<file path="config.mk">
export PLATFORM = sky130hd
export DESIGN_NAME = turn_control_unit_flat
export DESIGN_NICKNAME = d
export VERILOG_FILES = /design/src/rtl/turn_control_unit_pkg.sv /design/src/rtl/turn_control_unit_if.sv /design/src/rtl/turn_control_unit_second_ticker.sv /design/src/rtl/turn_control_unit.sv /design/src/flat_wrapper.sv
export SDC_FILE = /design/constraint.sdc
export NUM_CORES = 1
export LEC_CHECK = 0
export CORE_MARGIN = 4
export CORE_UTILIZATION = 30
export DETAILED_ROUTE_END_ITERATION = 8
export PLACE_DENSITY = 0.55
export SETUP_SLACK_MARGIN = 0.2
export SLEW_MARGIN = 40
export SYNTH_ARGS = -nofsm -noshare
export SYNTH_HDL_FRONTEND = slang
export SYNTH_HIERARCHICAL = 1
export SYNTH_SLANG_ARGS = --single-unit
</file>
<file path="constraint.sdc">
create_clock -name clk -period 2.99 [get_ports clk]
set_input_delay 0.598 -clock clk [delete_from_list [all_inputs] [get_ports clk]]
set_output_delay 0.598 -clock clk [all_outputs]
set_load 0.03 [all_outputs]
</file>
<file path="src/rtl/turn_control_unit_pkg.sv">
// Shared types and helpers for the turn control unit: FSM state encoding
// and the width of the per-turn seconds counter.
package turn_ctrl_pkg;

    localparam logic [1:0] ST_IDLE        = 2'd0;
    localparam logic [1:0] ST_RUNNING     = 2'd1;
    localparam logic [1:0] ST_WIN_HOLD    = 2'd2;
    localparam logic [1:0] ST_RESET_PULSE = 2'd3;

    // Encodings are pinned so older tooling that probes raw state bits still matches.
    typedef enum logic [1:0] {
        IDLE        = ST_IDLE,
        RUNNING     = ST_RUNNING,
        WIN_HOLD    = ST_WIN_HOLD,
        RESET_PULSE = ST_RESET_PULSE
    } turn_state_t;

    function automatic int seconds_width(input int turn_seconds);
        return $clog2(turn_seconds + 1);
    endfunction

endpackage

</file>
<file path="src/rtl/turn_control_unit_if.sv">
// Button/turn bus between the game-side logic (master) and the turn control unit (slave).
interface turn_control_unit_if
    import turn_ctrl_pkg::*;
#(
    parameter int NUM_BTNS     = 4,
    parameter int TURN_SECONDS = 10,
    parameter int CNT_W        = 4
);

    localparam int SEC_W = seconds_width(TURN_SECONDS);

    logic [NUM_BTNS-1:0] btn_n;
    logic                turn_active;
    logic                win_flag;
    logic [NUM_BTNS-1:0] btn_pulse;
    logic                move_made;
    logic                timeout_pulse;
    logic                game_reset;
    logic [SEC_W-1:0]    seconds;
    logic [CNT_W-1:0]    move_count;

    modport master (
        output btn_n, turn_active, win_flag,
        input  btn_pulse, move_made, timeout_pulse, game_reset, seconds, move_count
    );

    modport slave (
        input  btn_n, turn_active, win_flag,
        output btn_pulse, move_made, timeout_pulse, game_reset, seconds, move_count
    );

endinterface

</file>
<file path="src/rtl/turn_control_unit_second_ticker.sv">
// Prescaler producing a one-cycle tick every CLK_HZ cycles; clear restarts the count.
module second_ticker #(
    parameter int CLK_HZ = 25_000_000
) (
    input  logic clk,
    input  logic reset,
    input  logic clear,
    output logic tick
);

    localparam int              PW   = (CLK_HZ > 1) ? $clog2(CLK_HZ) : 1;
    localparam logic [PW-1:0]   LAST = PW'(CLK_HZ - 1);

    logic [PW-1:0] presc_q;

    assign tick = (presc_q == LAST) & ~clear;

    always_ff @(posedge clk) begin
        if (!reset) begin
            presc_q <= '0;
        end else if (clear || presc_q == LAST) begin
            presc_q <= '0;
        end else begin
            presc_q <= presc_q + 1'b1;
        end
    end

endmodule

</file>
<file path="src/rtl/turn_control_unit.sv">
// Turns debounced buttons into press pulses, times turns, handles win hold-off and game reset.
// Optional: define TURN_TIMEOUT_EN to commit an automatic move when a turn runs out.
module turn_control_unit
    import turn_ctrl_pkg::*;
#(
    parameter int NUM_BTNS         = 4,
    parameter int ACCEPT_IDX       = 2,
    parameter int RESET_IDX        = 3,
    parameter int CLK_HZ           = 25_000_000,
    parameter int TURN_SECONDS     = 10,
    parameter int WIN_DELAY_CYCLES = 12_500_000,
    parameter int CNT_W            = 4
) (
    input logic                clk,
    input logic                reset,
    turn_control_unit_if.slave bus
);

    localparam int               SEC_W    = seconds_width(TURN_SECONDS);
    localparam int               DLY_W    = $clog2(WIN_DELAY_CYCLES + 1);
    localparam logic [SEC_W-1:0] SEC_MAX  = SEC_W'(TURN_SECONDS);
    localparam logic [DLY_W-1:0] DLY_LAST = DLY_W'(WIN_DELAY_CYCLES - 1);
    localparam logic [CNT_W-1:0] CNT_MAX  = '1;

    turn_state_t         state_q;
    turn_state_t         state_d;
    logic [NUM_BTNS-1:0] btn_prev_q;
    logic [NUM_BTNS-1:0] pulse_q;
    logic [NUM_BTNS-1:0] press_edge;
    logic                win_prev_q;
    logic                win_rise;
    logic [DLY_W-1:0]    delay_q;
    logic [SEC_W-1:0]    seconds_q;
    logic [CNT_W-1:0]    move_count_q;
    logic                move_made_q;
    logic                timeout_q;
    logic                game_reset_q;
    logic                reset_req;
    logic                accept_now;
    logic                timeout_now;
    logic                move_now;
    logic                sec_tick;
    logic                ticker_clear;

    assign press_edge = btn_prev_q & ~bus.btn_n;
    assign win_rise   = bus.win_flag & ~win_prev_q;
    assign reset_req  = press_edge[RESET_IDX];
    assign accept_now = (state_q == RUNNING) & press_edge[ACCEPT_IDX];

`ifdef TURN_TIMEOUT_EN
    // The ~move_made_q term stops a second timeout while seconds still shows the limit.
    assign timeout_now = (state_q == RUNNING) & (seconds_q == SEC_MAX) & ~move_made_q;
`else
    assign timeout_now = 1'b0;
`endif

    assign move_now     = (accept_now | timeout_now) & ~reset_req & ~win_rise;
    assign ticker_clear = (state_d != RUNNING) | move_made_q;

    second_ticker #(
        .CLK_HZ(CLK_HZ)
    ) u_ticker (
        .clk  (clk),
        .reset(reset),
        .clear(ticker_clear),
        .tick (sec_tick)
    );

    // A reset press beats a simultaneous win edge; a win edge restarts the hold-off.
    always_comb begin
        state_d = state_q;
        if (reset_req) begin
            state_d = RESET_PULSE;
        end else if (win_rise && state_q != RESET_PULSE) begin
            state_d = WIN_HOLD;
        end else begin
            case (state_q)
                IDLE:        if (bus.turn_active) state_d = RUNNING;
                RUNNING:     if (!bus.turn_active) state_d = IDLE;
                WIN_HOLD:    if (delay_q == DLY_LAST) state_d = RESET_PULSE;
                RESET_PULSE: state_d = IDLE;
                default:     state_d = IDLE;
            endcase
        end
    end

    always_ff @(posedge clk) begin
        if (!reset) begin
            state_q      <= IDLE;
            btn_prev_q   <= '0;
            pulse_q      <= '0;
            win_prev_q   <= 1'b0;
            delay_q      <= '0;
            seconds_q    <= '0;
            move_count_q <= '0;
            move_made_q  <= 1'b0;
            timeout_q    <= 1'b0;
            game_reset_q <= 1'b0;
        end else begin
            state_q      <= state_d;
            btn_prev_q   <= bus.btn_n;
            pulse_q      <= press_edge;
            win_prev_q   <= bus.win_flag;
            move_made_q  <= move_now;
            timeout_q    <= timeout_now & ~reset_req & ~win_rise;
            game_reset_q <= (state_q == RESET_PULSE);

            if (state_q == WIN_HOLD && !win_rise) begin
                delay_q <= delay_q + 1'b1;
            end else begin
                delay_q <= '0;
            end

            if (ticker_clear) begin
                seconds_q <= '0;
            end else if (sec_tick && seconds_q != SEC_MAX) begin
                seconds_q <= seconds_q + 1'b1;
            end

            if (game_reset_q) begin
                move_count_q <= '0;
            end else if (move_made_q && move_count_q != CNT_MAX) begin
                move_count_q <= move_count_q + 1'b1;
            end
        end
    end

    assign bus.btn_pulse     = (state_q == WIN_HOLD) ? '0 : pulse_q;
    assign bus.move_made     = move_made_q;
    assign bus.timeout_pulse = timeout_q;
    assign bus.game_reset    = game_reset_q;
    assign bus.seconds       = seconds_q;
    assign bus.move_count    = move_count_q;

endmodule

</file>
<file path="src/flat_wrapper.sv">
// flat-port wrapper written by rule: the top's interface ports become plain ports
module turn_control_unit_flat import turn_ctrl_pkg::*;
#(
    parameter int NUM_BTNS         = 4,
    parameter int ACCEPT_IDX       = 2,
    parameter int RESET_IDX        = 3,
    parameter int CLK_HZ           = 25_000_000,
    parameter int TURN_SECONDS     = 10,
    parameter int WIN_DELAY_CYCLES = 12_500_000,
    parameter int CNT_W            = 4
)
  (clk, reset, bus_btn_n, bus_turn_active, bus_win_flag, bus_btn_pulse, bus_move_made, bus_timeout_pulse, bus_game_reset, bus_seconds, bus_move_count);
  turn_control_unit_if #(.NUM_BTNS(NUM_BTNS), .TURN_SECONDS(TURN_SECONDS), .CNT_W(CNT_W)) bus_i ();
  input logic clk;
  input logic reset;
  input wire logic [$bits(bus_i.btn_n)-1:0] bus_btn_n;
  input wire logic [$bits(bus_i.turn_active)-1:0] bus_turn_active;
  input wire logic [$bits(bus_i.win_flag)-1:0] bus_win_flag;
  output wire logic [$bits(bus_i.btn_pulse)-1:0] bus_btn_pulse;
  output wire logic [$bits(bus_i.move_made)-1:0] bus_move_made;
  output wire logic [$bits(bus_i.timeout_pulse)-1:0] bus_timeout_pulse;
  output wire logic [$bits(bus_i.game_reset)-1:0] bus_game_reset;
  output wire logic [$bits(bus_i.seconds)-1:0] bus_seconds;
  output wire logic [$bits(bus_i.move_count)-1:0] bus_move_count;
  assign bus_i.btn_n = bus_btn_n;
  assign bus_i.turn_active = bus_turn_active;
  assign bus_i.win_flag = bus_win_flag;
  assign bus_btn_pulse = bus_i.btn_pulse;
  assign bus_move_made = bus_i.move_made;
  assign bus_timeout_pulse = bus_i.timeout_pulse;
  assign bus_game_reset = bus_i.game_reset;
  assign bus_seconds = bus_i.seconds;
  assign bus_move_count = bus_i.move_count;
  turn_control_unit #(.NUM_BTNS(NUM_BTNS), .ACCEPT_IDX(ACCEPT_IDX), .RESET_IDX(RESET_IDX), .CLK_HZ(CLK_HZ), .TURN_SECONDS(TURN_SECONDS), .WIN_DELAY_CYCLES(WIN_DELAY_CYCLES), .CNT_W(CNT_W)) u_core (.clk(clk), .reset(reset), .bus(bus_i));
endmodule
</file>
=== Word level (Yosys, flattened, before mapping) ===
Cells that the tools add are included.

* Add/sub/neg operators: 4
* Eq/ne operators: 9
* Mux-type cells: 7
* Bitwise logic cells: 13
* Reductions and logical operators: 11

{| class="wikitable"
|+ Operator list
! operator !! number
|-
| 25-bit by 1-bit adder with 25-bit output, second input constant || 1
|-
| 25-bit equality test, second input constant || 1
|-
| 24-bit by 1-bit adder with 24-bit output, second input constant || 1
|-
| 24-bit equality test, second input constant || 1
|-
| 2-bit two-way mux || 5
|-
| 4-bit by 1-bit adder with 4-bit output, second input constant || 2
|-
| 4-bit inequality test, second input constant || 2
|-
| 2-bit one-hot mux with 4 select lines || 1
|-
| 2-bit OR reduction || 3
|-
| 1-bit AND || 5
|-
| 1-bit NOT || 5
|-
| 4-bit AND || 1
|-
| 2-bit equality test, second input constant || 2
|-
| 1-bit logical AND || 4
|-
| 4-bit two-way mux || 1
|-
| 4-bit NOT || 1
|-
| 2-bit by 1-bit equality test with 1-bit output, second input constant || 1
|-
| 2-bit zero test || 1
|-
| 2-bit by 1-bit inequality test with 1-bit output, second input constant || 1
|-
| 2-bit inequality test, second input constant || 1
|-
| 2-bit AND reduction || 1
|-
| 1-bit zero test || 1
|-
| 1-bit logical OR || 1
|-
| 1-bit OR || 1
|}

* Register bits after elaboration: 70
* Input bits: 8
* Output and inout bits: 15
* Word-level logic and storage cells: 54

=== Longest topological paths before layout ===
Gate-level depths: netlist of run 1.

* Depth in word-level cells: 10
* Mapped depth: 10
* Gate-level depth less buffers: 10

=== By module ===
Netlist of run 1, hierarchy kept.

{| class="wikitable"
|+ By module, submodules not included
! module !! times used !! cells each !! area each (um2) !! seq. area each (um2)
|-
| turn_control_unit || 1 || 221 || 2016.9 || 900.9
|-
| second_ticker || 1 || 134 || 1184.9 || 500.5
|}

=== Least setup slack after synthesis of run 1 ===
OpenSTA, ideal clock, no wires.

* Kind: register to register
* Start point: reg u_core.delay_q[8]
* End point: reg u_core.seconds_q[1], in the netlist u_core/bus.seconds[1]
* Library setup time: 80 ps
* Data arrival time: 2500 ps
* Required time: 2910 ps
* Setup slack: 410 ps
* Cell stages (with the launch flop): 9
* Path buffers: 0
* Clock period less this slack: 2580 ps
* Cells stage by stage: dfxtp_1 > or4b_1 > nor4_2 > a31oi_1 > or3_1 > nor4_1 > o21ai_0 > mux2i_1 > nor3b_1

* Cells in the longest elaborated chain, start to end: 10
* Elaborated cells between the ends (all ways): 11
* Classes of those cells: eq/ne (2); mux (4); bitwise (3); reduce/logical (2)

{| class="wikitable"
|+ Ends and longest elaborated chain
! element !! line !! text
|-
| from (decl) || turn_control_unit.sv:32 || <nowiki>logic [DLY_W-1:0] delay_q;</nowiki>
|-
| from (signal assigned) || turn_control_unit.sv:109 || <nowiki>delay_q <= delay_q + 1'b1;</nowiki>
|-
| 24-bit equality test || turn_control_unit.sv:80 || <nowiki>WIN_HOLD: if (delay_q == DLY_LAST) state_d = RESET_PULSE;</nowiki>
|-
| 2-bit two-way mux || turn_control_unit.sv:80 ||
|-
| 2-bit one-hot mux with 4 select lines || turn_control_unit.sv:77 || <nowiki>case (state_q)</nowiki>
|-
| 2-bit two-way mux || turn_control_unit.sv:74 || <nowiki>end else if (win_rise && state_q != RESET_PULSE) begin</nowiki>
|-
| 2-bit two-way mux || turn_control_unit.sv:72 || <nowiki>if (reset_req) begin</nowiki>
|-
| 2-bit by 1-bit inequality test with 1-bit output || turn_control_unit.sv:58 || <nowiki>assign ticker_clear = (state_d != RUNNING) | move_made_q;</nowiki>
|-
| 1-bit OR || turn_control_unit.sv:58 ||
|-
| named net u_core.ticker_clear || turn_control_unit.sv:43 || <nowiki>logic ticker_clear;</nowiki>
|-
| 1-bit NOT || turn_control_unit_second_ticker.sv:16 || <nowiki>assign tick = (presc_q == LAST) & ~clear;</nowiki>
|-
| 1-bit AND || turn_control_unit_second_ticker.sv:16 ||
|-
| named net u_core.sec_tick || turn_control_unit.sv:42 || <nowiki>logic sec_tick;</nowiki>
|-
| 1-bit logical AND || turn_control_unit.sv:116 || <nowiki>end else if (sec_tick && seconds_q != SEC_MAX) begin</nowiki>
|-
| to (signal assigned) || turn_control_unit.sv:117 || <nowiki>seconds_q <= seconds_q + 1'b1;</nowiki>
|-
| to (decl) || turn_control_unit.sv:33 || <nowiki>logic [SEC_W-1:0] seconds_q;</nowiki>
|}

The timed path passes the listed nets, and every way through them passes these cells.
A chain may end at the register's enable or synchronous reset.

=== Worst setup path after layout of run 1 ===
* Start point: reg u_core.state_q[0]
* End point: out bus_btn_pulse[1]

* Cells in the longest elaborated chain, start to end: 2

{| class="wikitable"
|+ Ends and longest elaborated chain
! element !! line !! text
|-
| from (decl) || turn_control_unit.sv:25 || <nowiki>turn_state_t state_q;</nowiki>
|-
| from (signal assigned) || turn_control_unit.sv:100 || <nowiki>state_q <= state_d;</nowiki>
|-
| 2-bit equality test || turn_control_unit.sv:128 || <nowiki>assign bus.btn_pulse = (state_q == WIN_HOLD) ? '0 : pulse_q;</nowiki>
|-
| 4-bit two-way mux || turn_control_unit.sv:128 ||
|-
| to (decl) || flat_wrapper.sv:19 || <nowiki>output wire logic [$bits(bus_i.btn_pulse)-1:0] bus_btn_pulse;</nowiki>
|}

No other way between the ends.

==> impl_metrics.prom, run 1 <==
# TYPE chip_impl_metric gauge
chip_impl_info{name="status",value="completed"} 1
chip_impl_metric{name="timing.critical_path.required",unit="ns"} 2.39
chip_impl_metric{name="timing.final.setup_violations",unit=""} 0
chip_impl_metric{name="syn_avg_cell_area",unit="sq um"} 9.02
chip_impl_metric{name="n_fill_cell",unit=""} 1080
chip_impl_metric{name="die-height",unit="um"} 111
chip_impl_metric{name="design.final.nets",unit=""} 397
chip_impl_metric{name="cts.reportedPaths.clkPinSlew",unit="ns"} 0.07
chip_impl_metric{name="hpwlAfterDp",unit="mm"} 4.87
chip_impl_info{name="synthFlopType",value="dfxtp_1"} 1
chip_impl_metric{name="global_route.overflow_total",unit=""} 0
chip_impl_metric{name="pin_count_of_the_biggest_net_entering_global_routing",unit=""} 16
chip_impl_metric{name="via_count_of_the_first_global_routing_pass",unit=""} 2455
chip_impl_metric{name="synth.cell_area",unit="sq um"} 3200
chip_impl_info{name="synth_area_leaders",value="dfxtp_1, nor2_1, xor2_1"} 1
chip_impl_metric{name="hold_buffers",unit=""} 0
chip_impl_metric{name="cell_variety_after_synth",unit=""} 49
chip_impl_metric{name="worst_skew_pair.late_latency",unit="ns"} 0.35
chip_impl_metric{name="skew",unit="ns"} 0.0125
chip_impl_metric{name="cp_max_fo",unit=""} 7
chip_impl_info{name="slowest_stage",value="clkdlybuf4s50_1"} 1
chip_impl_metric{name="final.setup.tns",unit="ns"} 0
chip_impl_info{name="netlist.top_cell.by_area",value="dfxtp_1"} 1
chip_impl_metric{name="dp_worst_setup_slack",unit="ns"} 0.0835
chip_impl_metric{name="gp_congestion",unit=""} 0.722
chip_impl_metric{name="cts_setup_buffers",unit=""} 0
chip_impl_metric{name="irDropWorstVdd",unit="mV"} 0.147
chip_impl_metric{name="maxCapViolCount",unit=""} 0
chip_impl_metric{name="initial_util",unit="%"} 30.9
chip_impl_info{name="setup.worst_path.class",value="reg2out"} 1
chip_impl_metric{name="grt_use_total",unit="%"} 11.4
chip_impl_metric{name="ys_seq_area_share",unit="%"} 43.8
chip_impl_metric{name="core_area",unit="sq um"} 10400
chip_impl_metric{name="gate_count_post_synth",unit=""} 355
chip_impl_metric{name="final-max-slew-violation-count",unit=""} 0
chip_impl_metric{name="cp_slowest_stage_delay",unit="ns"} 0.69
chip_impl_metric{name="powerDensity",unit="nW/um^2"} 457
chip_impl_metric{name="post-route-worst-setup-slack",unit="ns"} 0.488
chip_impl_metric{name="crit_arrival",unit="ns"} 1.90
chip_impl_info{name="crit_path_cell_trace",value="nand2b_1 -> and2_1 -> clkdlybuf4s50_1"} 1
chip_impl_metric{name="first_pass_iters",unit=""} 4
chip_impl_info{name="grt_busiest_layer",value="met2"} 1
chip_impl_metric{name="synth-seq-cells",unit=""} 70
chip_impl_metric{name="number_of_cell_rows",unit=""} 37
chip_impl_metric{name="global_route.usage.met2",unit="%"} 17.5
chip_impl_metric{name="postSynth.asyncResetShare",unit="%"} 0
chip_impl_metric{name="leakage",unit="nW"} 1.25
chip_impl_metric{name="worst_slew_margin_rel",unit="%"} 55.3
chip_impl_info{name="most_frequent_cells_in_the_layout",value="dfxtp_1, nor2_1, nand2_1, clkdlybuf4s50_1, nand4_1"} 1
chip_impl_info{name="rsz0062_at_grt",value="false"} 1
chip_impl_info{name="tritoncts_clock_tree",value="built"} 1
chip_impl_metric{name="synth_top_area_share",unit="%"} 43.8
chip_impl_metric{name="post_route_cells_drive_above_1_share",unit="%"} 9.51
chip_impl_metric{name="wl",unit="mm"} 6.81
chip_impl_metric{name="tritoncts.num_buffers",unit=""} 9
chip_impl_metric{name="synth_edf_count",unit=""} 0
chip_impl_info{name="critPathCaptureType",value="primary output"} 1
chip_impl_metric{name="floorplan.io_pins",unit=""} 23
chip_impl_metric{name="portBuffers",unit=""} 21
chip_impl_metric{name="h-tree-depth",unit=""} 3
chip_impl_metric{name="final_period_demand_of_the_worst_path",unit="ns"} 2.50
chip_impl_metric{name="fmaxAchievable",unit="GHz"} 0.400
chip_impl_metric{name="grt.met3_usage",unit="%"} 3.22
chip_impl_metric{name="whs",unit="ns"} 0.468
chip_impl_metric{name="diode_insertion_count_for_antenna_repair",unit=""} 0
chip_impl_info{name="clk_root_buffer_cell",value="clkbuf_8"} 1
chip_impl_metric{name="routed-via-count",unit=""} 2602
chip_impl_metric{name="synth-warning-count",unit=""} 6
chip_impl_metric{name="remaining_drc_errors",unit=""} 0
chip_impl_metric{name="clock_tree_buffer_depth",unit=""} 2
chip_impl_metric{name="grtUsageMet1",unit="%"} 15.0
chip_impl_metric{name="regToRegSetupSlack",unit="ns"} 0.51
chip_impl_metric{name="antenna_found_initial",unit=""} 0
chip_impl_metric{name="ant_nets",unit=""} 0
chip_impl_info{name="holdCritPathClass",value="reg2reg"} 1
chip_impl_metric{name="drt_iter0_markers",unit=""} 156
chip_impl_metric{name="chipWidth",unit="um"} 111
chip_impl_info{name="layout_commonest_cell",value="dfxtp_1"} 1
chip_impl_metric{name="final_hold_viol_count",unit=""} 0
chip_impl_metric{name="worst_slew_pin_slew",unit="ns"} 0.669
chip_impl_metric{name="finalCritPeriodShare",unit="%"} 83.7
chip_impl_metric{name="avgRoutedWirePerCell",unit="um"} 13.0
chip_impl_metric{name="drt-vias-per-instance",unit=""} 4.96
chip_impl_metric{name="floorplan.die_area",unit="sq um"} 12400
chip_impl_metric{name="area_growth_syn_to_layout",unit="%"} 18.7
chip_impl_info{name="critPathLaunchType",value="register"} 1
chip_impl_metric{name="clock_sink_count",unit=""} 70
chip_impl_metric{name="synth_nets",unit=""} 368
chip_impl_metric{name="wire_length_of_the_first_global_routing_pass",unit="mm"} 11.7
[cell usage after synthesis (all sizes together) (2+ instances only)]
cell and count:
nand4 20, or4 11, or3 9, a21oi 15, a211oi 2, nor3 4
and2 12, nand2b 7, inv 10, nor2 37, nand2 27, xnor2 14
nor2b 5, dfxtp 70, ha 5, clkbuf 4, buf 5, o211ai 3
and3b 3, o31ai 7, nor4 10, and3 8, xor2 15, nor3b 6
o21ai 7, and4 6, nand3 19, mux2i 4
[routing by layer]
metal | share of wire [%] | vias up
li1 | - | 1339
met1 | 50 | 1222
met2 | 45 | 32
met3 | 3.5 | 9
met4 | 1.4 | 0
met5 | 0 | -
[metrics by stage]
stage | cell area [sq um] | cells | power, mW | utilization, %
after floorplan | 3200 | 355 | 1.01 | -
after global placement | 3570 | 508 | 1.04 | 34.4
after detailed placement | 3580 | 509 | 1.05 | 34.5
after CTS | 3770 | 525 | 1.77 | 36.4
after global routing | 3800 | 525 | 1.82 | 36.6
final | 3800 | 525 | 1.74 | 36.6
[kinds of logic after synthesis]
logic type	count (synthesis)	synth area share [%]
mux	4	1.25
other cells	1	0.117
xor+xnor	29	7.93
buf+inv	19	2.81
flops	70	43.8
compound gates	40	8.44
simple gates	187	33.7
fa+ha+maj	5	1.95
[final cells by class]
class / count / area (sq um) / share of cell area, %
multi-input cells: 266 / 1750 / 46.0
repair buffers: 27 / 259 / 6.82
well taps: 136 / 170 / 4.48
flip-flops and latches: 70 / 1400 / 36.9
inverters: 10 / 37.5 / 0.988
clock inverters: 5 / 33.8 / 0.889
clock buffers: 11 / 151 / 3.98
[what timing repair did]
action / in CTS / in global routing
gates resized for setup: 1 / 5
endpoints found under the setup margin: 2 / 4
cloned: 0 / 0
endpoints found under the hold margin: 0 / 0
pin swaps: 0 / 1
[report_power, final]
group	leakage [nW]	internal, mW	switching (mW)
Combinational	0.592	0.0347	0.0454
Sequential	0.566	0.941	0.00452
Clock	0.0913	0.345	0.367
Total	1.25	1.32	0.417
[flip-flops by register name (all words and copies together), names as in the netlist]
signal / count
u_core/bus.game_reset: 1
u_core/win_prev_q: 1
u_core/state_q: 2
u_core/bus.seconds: 4
u_core/bus.move_made: 1
u_core/bus.move_count: 4
u_core/u_ticker/presc_q: 25
u_core/pulse_q: 4
u_core/delay_q: 24
u_core/btn_prev_q: 4
[critical path, delay by kind of cell (launching register included)]
kind / cells / cell delay, ns
AND/OR/NAND/NOR: 2 / 0.47
flip-flops: 1 / 0.40
buffers and inverters: 1 / 0.69
[final timing paths]
kind / start / end / cells after the start
max: u_core/state_q[0] / bus_btn_pulse[1] / 3
min: u_core/u_ticker/presc_q[0] / u_core/u_ticker/presc_q[0] / 1
max reg2reg: u_core/delay_q[8] / u_core/bus.seconds[2] / 9
min reg2reg: u_core/u_ticker/presc_q[0] / u_core/u_ticker/presc_q[0] / 1
No activity file was read; power rests on OpenSTA's default activity.
==> inputs of run 2 (changes only) <==
- PLACE_DENSITY: 0.55 -> 0.57
- clock period: 2.99 -> 2.1 ns (I/O delays scaled with it)
==> run 2 against run 1 <==
The flow now finishes with violations (setup timing). Clock skew about the same. Sequential cell count stayed put. Critical path depth up 6. Critical path type is now reg2reg.
==> impl_metrics.prom, run 2 (synthesis gave the netlist of run 1 again) <==
# TYPE chip_impl_metric gauge
chip_impl_info{name="status",value="complete, but fails checks"} 1
chip_impl_info{name="violations_in_the_final_reports",value="setup timing"} 1
chip_impl_metric{name="antenna_found_initial",unit=""} 0
chip_impl_info{name="slowest_stage",value="or4b_4"} 1
chip_impl_info{name="most_frequent_cells_in_the_layout",value="dfxtp_1, buf_4, nand2_1, nor2_1, nand4_1"} 1
chip_impl_metric{name="n_fill_cell",unit=""} 1048
chip_impl_metric{name="diode_insertion_count_for_antenna_repair",unit=""} 0
chip_impl_metric{name="final_hold_viol_count",unit=""} 0
chip_impl_metric{name="design.final.nets",unit=""} 448
chip_impl_metric{name="hold_buffers",unit=""} 0
chip_impl_metric{name="regToRegSetupSlack",unit="ns"} -0.31
chip_impl_metric{name="whs",unit="ns"} 0.471
chip_impl_metric{name="gp_congestion",unit=""} 0.792
chip_impl_metric{name="pin_count_of_the_biggest_net_entering_global_routing",unit=""} 26
chip_impl_metric{name="drt_iter0_markers",unit=""} 106
chip_impl_metric{name="final-max-slew-violation-count",unit=""} 0
chip_impl_metric{name="number_of_cell_rows",unit=""} 37
chip_impl_metric{name="via_count_of_the_first_global_routing_pass",unit=""} 2594
chip_impl_metric{name="maxCapViolCount",unit=""} 0
chip_impl_metric{name="tritoncts.num_buffers",unit=""} 9
chip_impl_metric{name="floorplan.die_area",unit="sq um"} 12400
chip_impl_metric{name="clock_tree_buffer_depth",unit=""} 2
chip_impl_metric{name="netSwitchingFraction",unit="%"} 24.3
chip_impl_info{name="crit_path_cell_trace",value="or4b_4 -> nor4_4 -> a31oi_2 -> or3_4 -> nor4_4 -> nand2_1 -> nor3b_2 -> a21oi_1 -> nor3b_1"} 1
chip_impl_metric{name="power.clock.fraction",unit="%"} 39.4
chip_impl_metric{name="grt_use_total",unit="%"} 11.8
chip_impl_metric{name="skew",unit="ns"} 0.0124
chip_impl_info{name="critical-path-top-cell-by-count",value="nor4_4"} 1
chip_impl_metric{name="crit_arrival",unit="ns"} 2.67
chip_impl_metric{name="die-height",unit="um"} 111
chip_impl_metric{name="core_area",unit="sq um"} 10400
chip_impl_info{name="rsz0062_at_grt",value="true"} 1
chip_impl_metric{name="portBuffers",unit=""} 21
chip_impl_metric{name="worst_slew_pin_slew",unit="ns"} 0.540
chip_impl_metric{name="irDropWorstVdd",unit="mV"} 0.339
chip_impl_metric{name="final_instance_area",unit="sq um"} 4330
chip_impl_metric{name="post-route-worst-setup-slack",unit="ns"} -0.306
chip_impl_info{name="holdCritPathClass",value="reg2reg"} 1
chip_impl_metric{name="layout.cells.non_filler",unit=""} 576
chip_impl_metric{name="worst_slew_margin_rel",unit="%"} 63.8
chip_impl_info{name="layout_commonest_cell",value="dfxtp_1"} 1
chip_impl_metric{name="dp_worst_setup_slack",unit="ns"} -0.404
chip_impl_metric{name="place_inst",unit=""} 552
chip_impl_metric{name="clock_sink_count",unit=""} 70
chip_impl_info{name="tritoncts_clock_tree",value="built"} 1
chip_impl_metric{name="cp_max_fo",unit=""} 3
chip_impl_metric{name="powerDensity",unit="nW/um^2"} 572
chip_impl_metric{name="floorplan.io_pins",unit=""} 23
chip_impl_info{name="critPathCaptureType",value="register"} 1
chip_impl_metric{name="remaining_drc_errors",unit=""} 0
chip_impl_metric{name="switching_power",unit="mW"} 0.603
chip_impl_metric{name="cp_slowest_stage_delay",unit="ns"} 0.55
chip_impl_metric{name="hpwlAfterDp",unit="mm"} 5.18
chip_impl_metric{name="finalCoreUtilization",unit="%"} 41.8
chip_impl_info{name="max_flop_register",value="u_core/u_ticker/presc_q"} 1
chip_impl_metric{name="h-tree-depth",unit=""} 3
chip_impl_metric{name="routed-via-count",unit=""} 2847
chip_impl_metric{name="post_route_cells_drive_above_1_share",unit="%"} 27.3
chip_impl_metric{name="global_route.overflow_total",unit=""} 0
chip_impl_metric{name="area_growth_syn_to_layout",unit="%"} 35.3
chip_impl_metric{name="max_ffs_per_register",unit=""} 25
chip_impl_metric{name="first_pass_iters",unit=""} 4
chip_impl_metric{name="avgRoutedWirePerCell",unit="um"} 13.1
chip_impl_metric{name="finalCritPeriodShare",unit="%"} 115
chip_impl_metric{name="wl",unit="mm"} 7.53
chip_impl_metric{name="power.sequential.fraction",unit="%"} 54.3
chip_impl_info{name="setup.worst_path.class",value="reg2reg"} 1
chip_impl_metric{name="combinationalPowerShare",unit="%"} 6.3
chip_impl_metric{name="postPlaceCellArea",unit="sq um"} 3930
chip_impl_metric{name="ant_nets",unit=""} 0
chip_impl_metric{name="leakage",unit="nW"} 1.61
chip_impl_info{name="registers_with_the_most_flip_flops",value="u_core/u_ticker/presc_q: 25 flops, u_core/delay_q: 24 flops"} 1
chip_impl_metric{name="internal-power",unit="mW"} 1.88
chip_impl_metric{name="cts.reportedPaths.clkPinSlew",unit="ns"} 0.08
chip_impl_metric{name="drt-vias-per-instance",unit=""} 4.94
chip_impl_metric{name="timing.final.setup_violations",unit=""} 29
chip_impl_metric{name="timing.critical_path.required",unit="ns"} 2.36
chip_impl_info{name="critPathLaunchType",value="register"} 1
chip_impl_metric{name="wire_length_of_the_first_global_routing_pass",unit="mm"} 12.0
chip_impl_metric{name="chipWidth",unit="um"} 111
chip_impl_metric{name="initial_util",unit="%"} 30.9
chip_impl_metric{name="worst_skew_pair.late_latency",unit="ns"} 0.34
chip_impl_metric{name="fmaxAchievable",unit="GHz"} 0.416
chip_impl_info{name="clk_root_buffer_cell",value="clkbuf_8"} 1
chip_impl_metric{name="final_period_demand_of_the_worst_path",unit="ns"} 2.41
==> run 2: layout make-up <==
class / instances / area (sq um) / area share, %
flip-flops and latches: 70 / 1410 / 32.5
multi-input cells: 266 / 1860 / 42.9
clock inverters: 5 / 33.8 / 0.780
repair buffers: 78 / 684 / 15.8
well taps: 136 / 170 / 3.93
clock buffers: 11 / 141 / 3.26
inverters: 10 / 37.5 / 0.867
==> run 2: power by group through the flow <==
stage	Clock [mW]	Combinational (mW)	Sequential (mW)
after floorplan	0	0.0670	1.38
after global placement	0	0.128	1.38
after detailed placement	0	0.129	1.38
after CTS	1.02	0.132	1.34
after global routing	1.08	0.170	1.35
final	0.977	0.157	1.35
==> run 2: metrics by stage <==
stage | setup TNS, ns | power, mW
floorplan | -1.79 | 1.45
global placement | -3.73 | 1.50
detailed placement | -4.63 | 1.50
CTS | -2.03 | 2.49
global route | -9.06 | 2.59
finish | -6.73 | 2.48
==> run 2: path summary, 6_finish.rpt <==
kind	to	startpoint	depth (start not counted)
worst max-delay path	u_core/bus.seconds[2]	u_core/delay_q[14]	9
worst min-delay path	u_core/pulse_q[1]	u_core/btn_prev_q[1]	1
worst max register to register	u_core/bus.seconds[2]	u_core/delay_q[14]	9
worst min register to register	u_core/pulse_q[1]	u_core/btn_prev_q[1]	1
==> run 2: timing repair <==
item | 4_1_cts | 5_1_grt
endpoints found under the setup margin | 37 | 37
cloned | 0 | 3
setup buffers | 0 | 5
pin swaps | 3 | 4
gates resized for setup | 23 | 37
==> run 2: metal layers <==
layer / up-vias / share of wire (%) / track usage, % / wire length, um
met5: - / 0 / 0 / 0
met4: 0 / 1.2 / 5.76 / 89
met3: 6 / 4.2 / 3.44 / 315
met2: 46 / 46 / 18.2 / 3470
met1: 1355 / 49 / 15.2 / 3660
li1: 1440 / - / - / -
==> run 2: worst max-delay path: cells and delay by family, from the launching register on <==
kind / cells / cell delay, ns
and+or+nand+nor: 7 / 1.82
AOI/OAI and AO/OA: 2 / 0.19
DFF: 1 / 0.32
==> inputs of run 3 (changes only) <==
- CORE_MARGIN: 4 -> 1
==> run 3 against run 2 <==
The run still ends with setup timing left. Die area decreased by 10%. Worst hold slack got worse by 0.010 ns. Cell count increased by 0.17%. Combinational power increased by 9.6%. Critical path type unchanged. Highest routed layer unchanged.
==> impl_metrics.prom, run 3 (synthesis gave the netlist of run 1 again) <==
# TYPE chip_impl_metric gauge
chip_impl_info{name="status",value="complete, but fails checks"} 1
chip_impl_info{name="violations_in_the_final_reports",value="setup timing"} 1
chip_impl_metric{name="worst_slew_margin_rel",unit="%"} 61.7
chip_impl_metric{name="dp_worst_setup_slack",unit="ns"} -0.429
chip_impl_metric{name="clock_sink_count",unit=""} 70
chip_impl_metric{name="power.sequential.fraction",unit="%"} 51.5
chip_impl_metric{name="whs",unit="ns"} 0.461
chip_impl_metric{name="final.setup.tns",unit="ns"} -7.96
chip_impl_metric{name="timing.critical_path.required",unit="ns"} 2.39
chip_impl_metric{name="chipWidth",unit="um"} 105
chip_impl_metric{name="floorplan.die_area",unit="sq um"} 11100
chip_impl_metric{name="n_fill_cell",unit=""} 996
chip_impl_metric{name="maxCapViolCount",unit=""} 0
chip_impl_metric{name="ant_nets",unit=""} 0
chip_impl_metric{name="global_route.overflow_total",unit=""} 0
chip_impl_metric{name="switching_power",unit="mW"} 0.612
chip_impl_metric{name="place_inst",unit=""} 551
chip_impl_metric{name="finalCritPeriodShare",unit="%"} 115
chip_impl_metric{name="h-tree-depth",unit=""} 3
chip_impl_metric{name="worst_slew_pin_slew",unit="ns"} 0.567
chip_impl_metric{name="timing.final.setup_violations",unit=""} 29
chip_impl_metric{name="crit_arrival",unit="ns"} 2.70
chip_impl_metric{name="final-max-slew-violation-count",unit=""} 0
chip_impl_metric{name="drt-vias-per-instance",unit=""} 4.99
chip_impl_metric{name="die-height",unit="um"} 105
chip_impl_info{name="critical-path-top-cell-by-count",value="buf_4"} 1
chip_impl_metric{name="hpwlAfterDp",unit="mm"} 5.22
chip_impl_metric{name="via_count_of_the_first_global_routing_pass",unit=""} 2809
chip_impl_metric{name="power.clock.fraction",unit="%"} 42.0
chip_impl_metric{name="antenna_found_initial",unit=""} 0
chip_impl_metric{name="max_ffs_per_register",unit=""} 25
chip_impl_metric{name="floorplan.io_pins",unit=""} 23
chip_impl_metric{name="remaining_drc_errors",unit=""} 0
chip_impl_metric{name="postPlaceCellArea",unit="sq um"} 3920
chip_impl_metric{name="routed-via-count",unit=""} 2878
chip_impl_info{name="most_frequent_cells_in_the_layout",value="dfxtp_1, buf_4, nand2_1, nor2_1, nand4_1"} 1
chip_impl_info{name="crit_path_cell_trace",value="or4b_4 -> nor4_4 -> a31oi_2 -> or3_4 -> buf_4 -> inv_2 -> o311ai_4 -> buf_4 -> buf_12 -> a21oi_2"} 1
chip_impl_info{name="layout_commonest_cell",value="dfxtp_1"} 1
chip_impl_metric{name="powerDensity",unit="nW/um^2"} 595
chip_impl_info{name="clk_root_buffer_cell",value="clkbuf_8"} 1
chip_impl_metric{name="diode_insertion_count_for_antenna_repair",unit=""} 0
chip_impl_metric{name="path_buf_inv",unit=""} 4
chip_impl_metric{name="wl",unit="mm"} 7.76
chip_impl_metric{name="cts.reportedPaths.clkPinSlew",unit="ns"} 0.08
chip_impl_metric{name="final_hold_viol_count",unit=""} 0
chip_impl_metric{name="final_period_demand_of_the_worst_path",unit="ns"} 2.40
chip_impl_metric{name="final_instance_area",unit="sq um"} 4390
chip_impl_info{name="holdCritPathClass",value="reg2reg"} 1
chip_impl_metric{name="hold_buffers",unit=""} 0
chip_impl_metric{name="cp_slowest_stage_delay",unit="ns"} 0.54
chip_impl_metric{name="first_pass_iters",unit=""} 4
chip_impl_info{name="critPathLaunchType",value="register"} 1
chip_impl_info{name="registers_with_the_most_flip_flops",value="u_core/u_ticker/presc_q: 25 flops, u_core/delay_q: 24 flops"} 1
chip_impl_metric{name="p_total",unit="mW"} 2.61
chip_impl_metric{name="internal-power",unit="mW"} 2.00
chip_impl_metric{name="tritoncts.num_buffers",unit=""} 9
chip_impl_info{name="slowest_stage",value="or4b_4"} 1
chip_impl_metric{name="grt_use_total",unit="%"} 15.1
chip_impl_metric{name="core_area",unit="sq um"} 10300
chip_impl_metric{name="avgRoutedWirePerCell",unit="um"} 13.4
chip_impl_info{name="cp_top_family",value="simple AND/OR/NAND/NOR gates"} 1
chip_impl_metric{name="initial_util",unit="%"} 31.0
chip_impl_metric{name="clock_tree_buffer_depth",unit=""} 2
chip_impl_metric{name="layout.cells.non_filler",unit=""} 577
chip_impl_metric{name="combinationalPowerShare",unit="%"} 6.6
chip_impl_info{name="max_flop_register",value="u_core/u_ticker/presc_q"} 1
chip_impl_metric{name="netSwitchingFraction",unit="%"} 23.4
chip_impl_info{name="setup.worst_path.class",value="reg2reg"} 1
chip_impl_metric{name="drt_iter0_markers",unit=""} 88
chip_impl_metric{name="gp_congestion",unit=""} 0.769
chip_impl_metric{name="skew",unit="ns"} 0.0146
chip_impl_info{name="tritoncts_clock_tree",value="built"} 1
chip_impl_metric{name="finalCoreUtilization",unit="%"} 42.6
chip_impl_metric{name="area_growth_syn_to_layout",unit="%"} 37.2
chip_impl_metric{name="cp_max_fo",unit=""} 7
chip_impl_metric{name="post_route_cells_drive_above_1_share",unit="%"} 28.3
chip_impl_metric{name="post-route-worst-setup-slack",unit="ns"} -0.305
chip_impl_metric{name="irDropWorstVdd",unit="mV"} 0.329
chip_impl_info{name="rsz0062_at_grt",value="true"} 1
chip_impl_metric{name="portBuffers",unit=""} 21
chip_impl_metric{name="leakage",unit="nW"} 1.68
chip_impl_metric{name="design.final.nets",unit=""} 449
chip_impl_metric{name="worst_skew_pair.late_latency",unit="ns"} 0.35
chip_impl_metric{name="wire_length_of_the_first_global_routing_pass",unit="mm"} 13.1
chip_impl_info{name="critPathCaptureType",value="register"} 1
chip_impl_metric{name="pin_count_of_the_biggest_net_entering_global_routing",unit=""} 13
chip_impl_metric{name="number_of_cell_rows",unit=""} 37
chip_impl_metric{name="fmaxAchievable",unit="GHz"} 0.416
## run 3: cell count changes in the layout (fill, tap and decap cells not counted), sizes merged
cell           before  now
clkbuf             13   10
clkinvlp            2    1
buf                57   62
dlymetal6s2s        3    4
clkdlybuf4s15       2    0
bufinv              0    1
clkinv              2    4
clkdlybuf4s50      10    9
inv                11   10
## run 3: per-layer routing
layer | up-vias | wire (um) | track usage, %
met3 | 9 | 252 | 3.59
met2 | 43 | 3790 | 25.0
met4 | 0 | 124 | 6.44
li1 | 1440 | - | -
met5 | - | 0 | 0
met1 | 1386 | 3590 | 18.6
## run 3: area by class of cell
cell class | instances | area, sq um | share of cell area [%]
Multi-Input combinational cell | 266 | 1870 | 42.5
Sequential cell | 70 | 1410 | 32.0
Timing Repair Buffer | 79 | 714 | 16.3
Tap cell | 136 | 170 | 3.87
Clock buffer | 10 | 138 | 3.13
Clock inverter | 6 | 61.3 | 1.40
Inverter | 10 | 37.5 | 0.854
## run 3: power by group through the flow
stage	Combinational (mW)	Clock, mW	Sequential (mW)
2_1_floorplan	0.0670	0	1.38
3_3_place_gp	0.126	0	1.38
3_5_place_dp	0.127	0	1.38
4_1_cts	0.168	1.12	1.34
5_1_grt	0.185	1.20	1.35
6_report	0.172	1.10	1.35
## run 3: path summary, 6_finish.rpt
check,startpoint,end,slack (ns),cells past startpoint
worst max-delay path,u_core/delay_q[14],u_core/u_ticker/presc_q[22],-0.30,10
worst min-delay path,u_core/u_ticker/presc_q[0],u_core/u_ticker/presc_q[0],0.46,1
worst max register to register,u_core/delay_q[14],u_core/u_ticker/presc_q[22],-0.30,10
worst min register to register,u_core/u_ticker/presc_q[0],u_core/u_ticker/presc_q[0],0.46,1
## run 3: timing repair
action / CTS / global route
resized for setup: 37 / 34
endpoints found under the setup margin: 40 / 40
setup buffers: 6 / 1
pin swaps: 3 / 3
cloned: 3 / 0
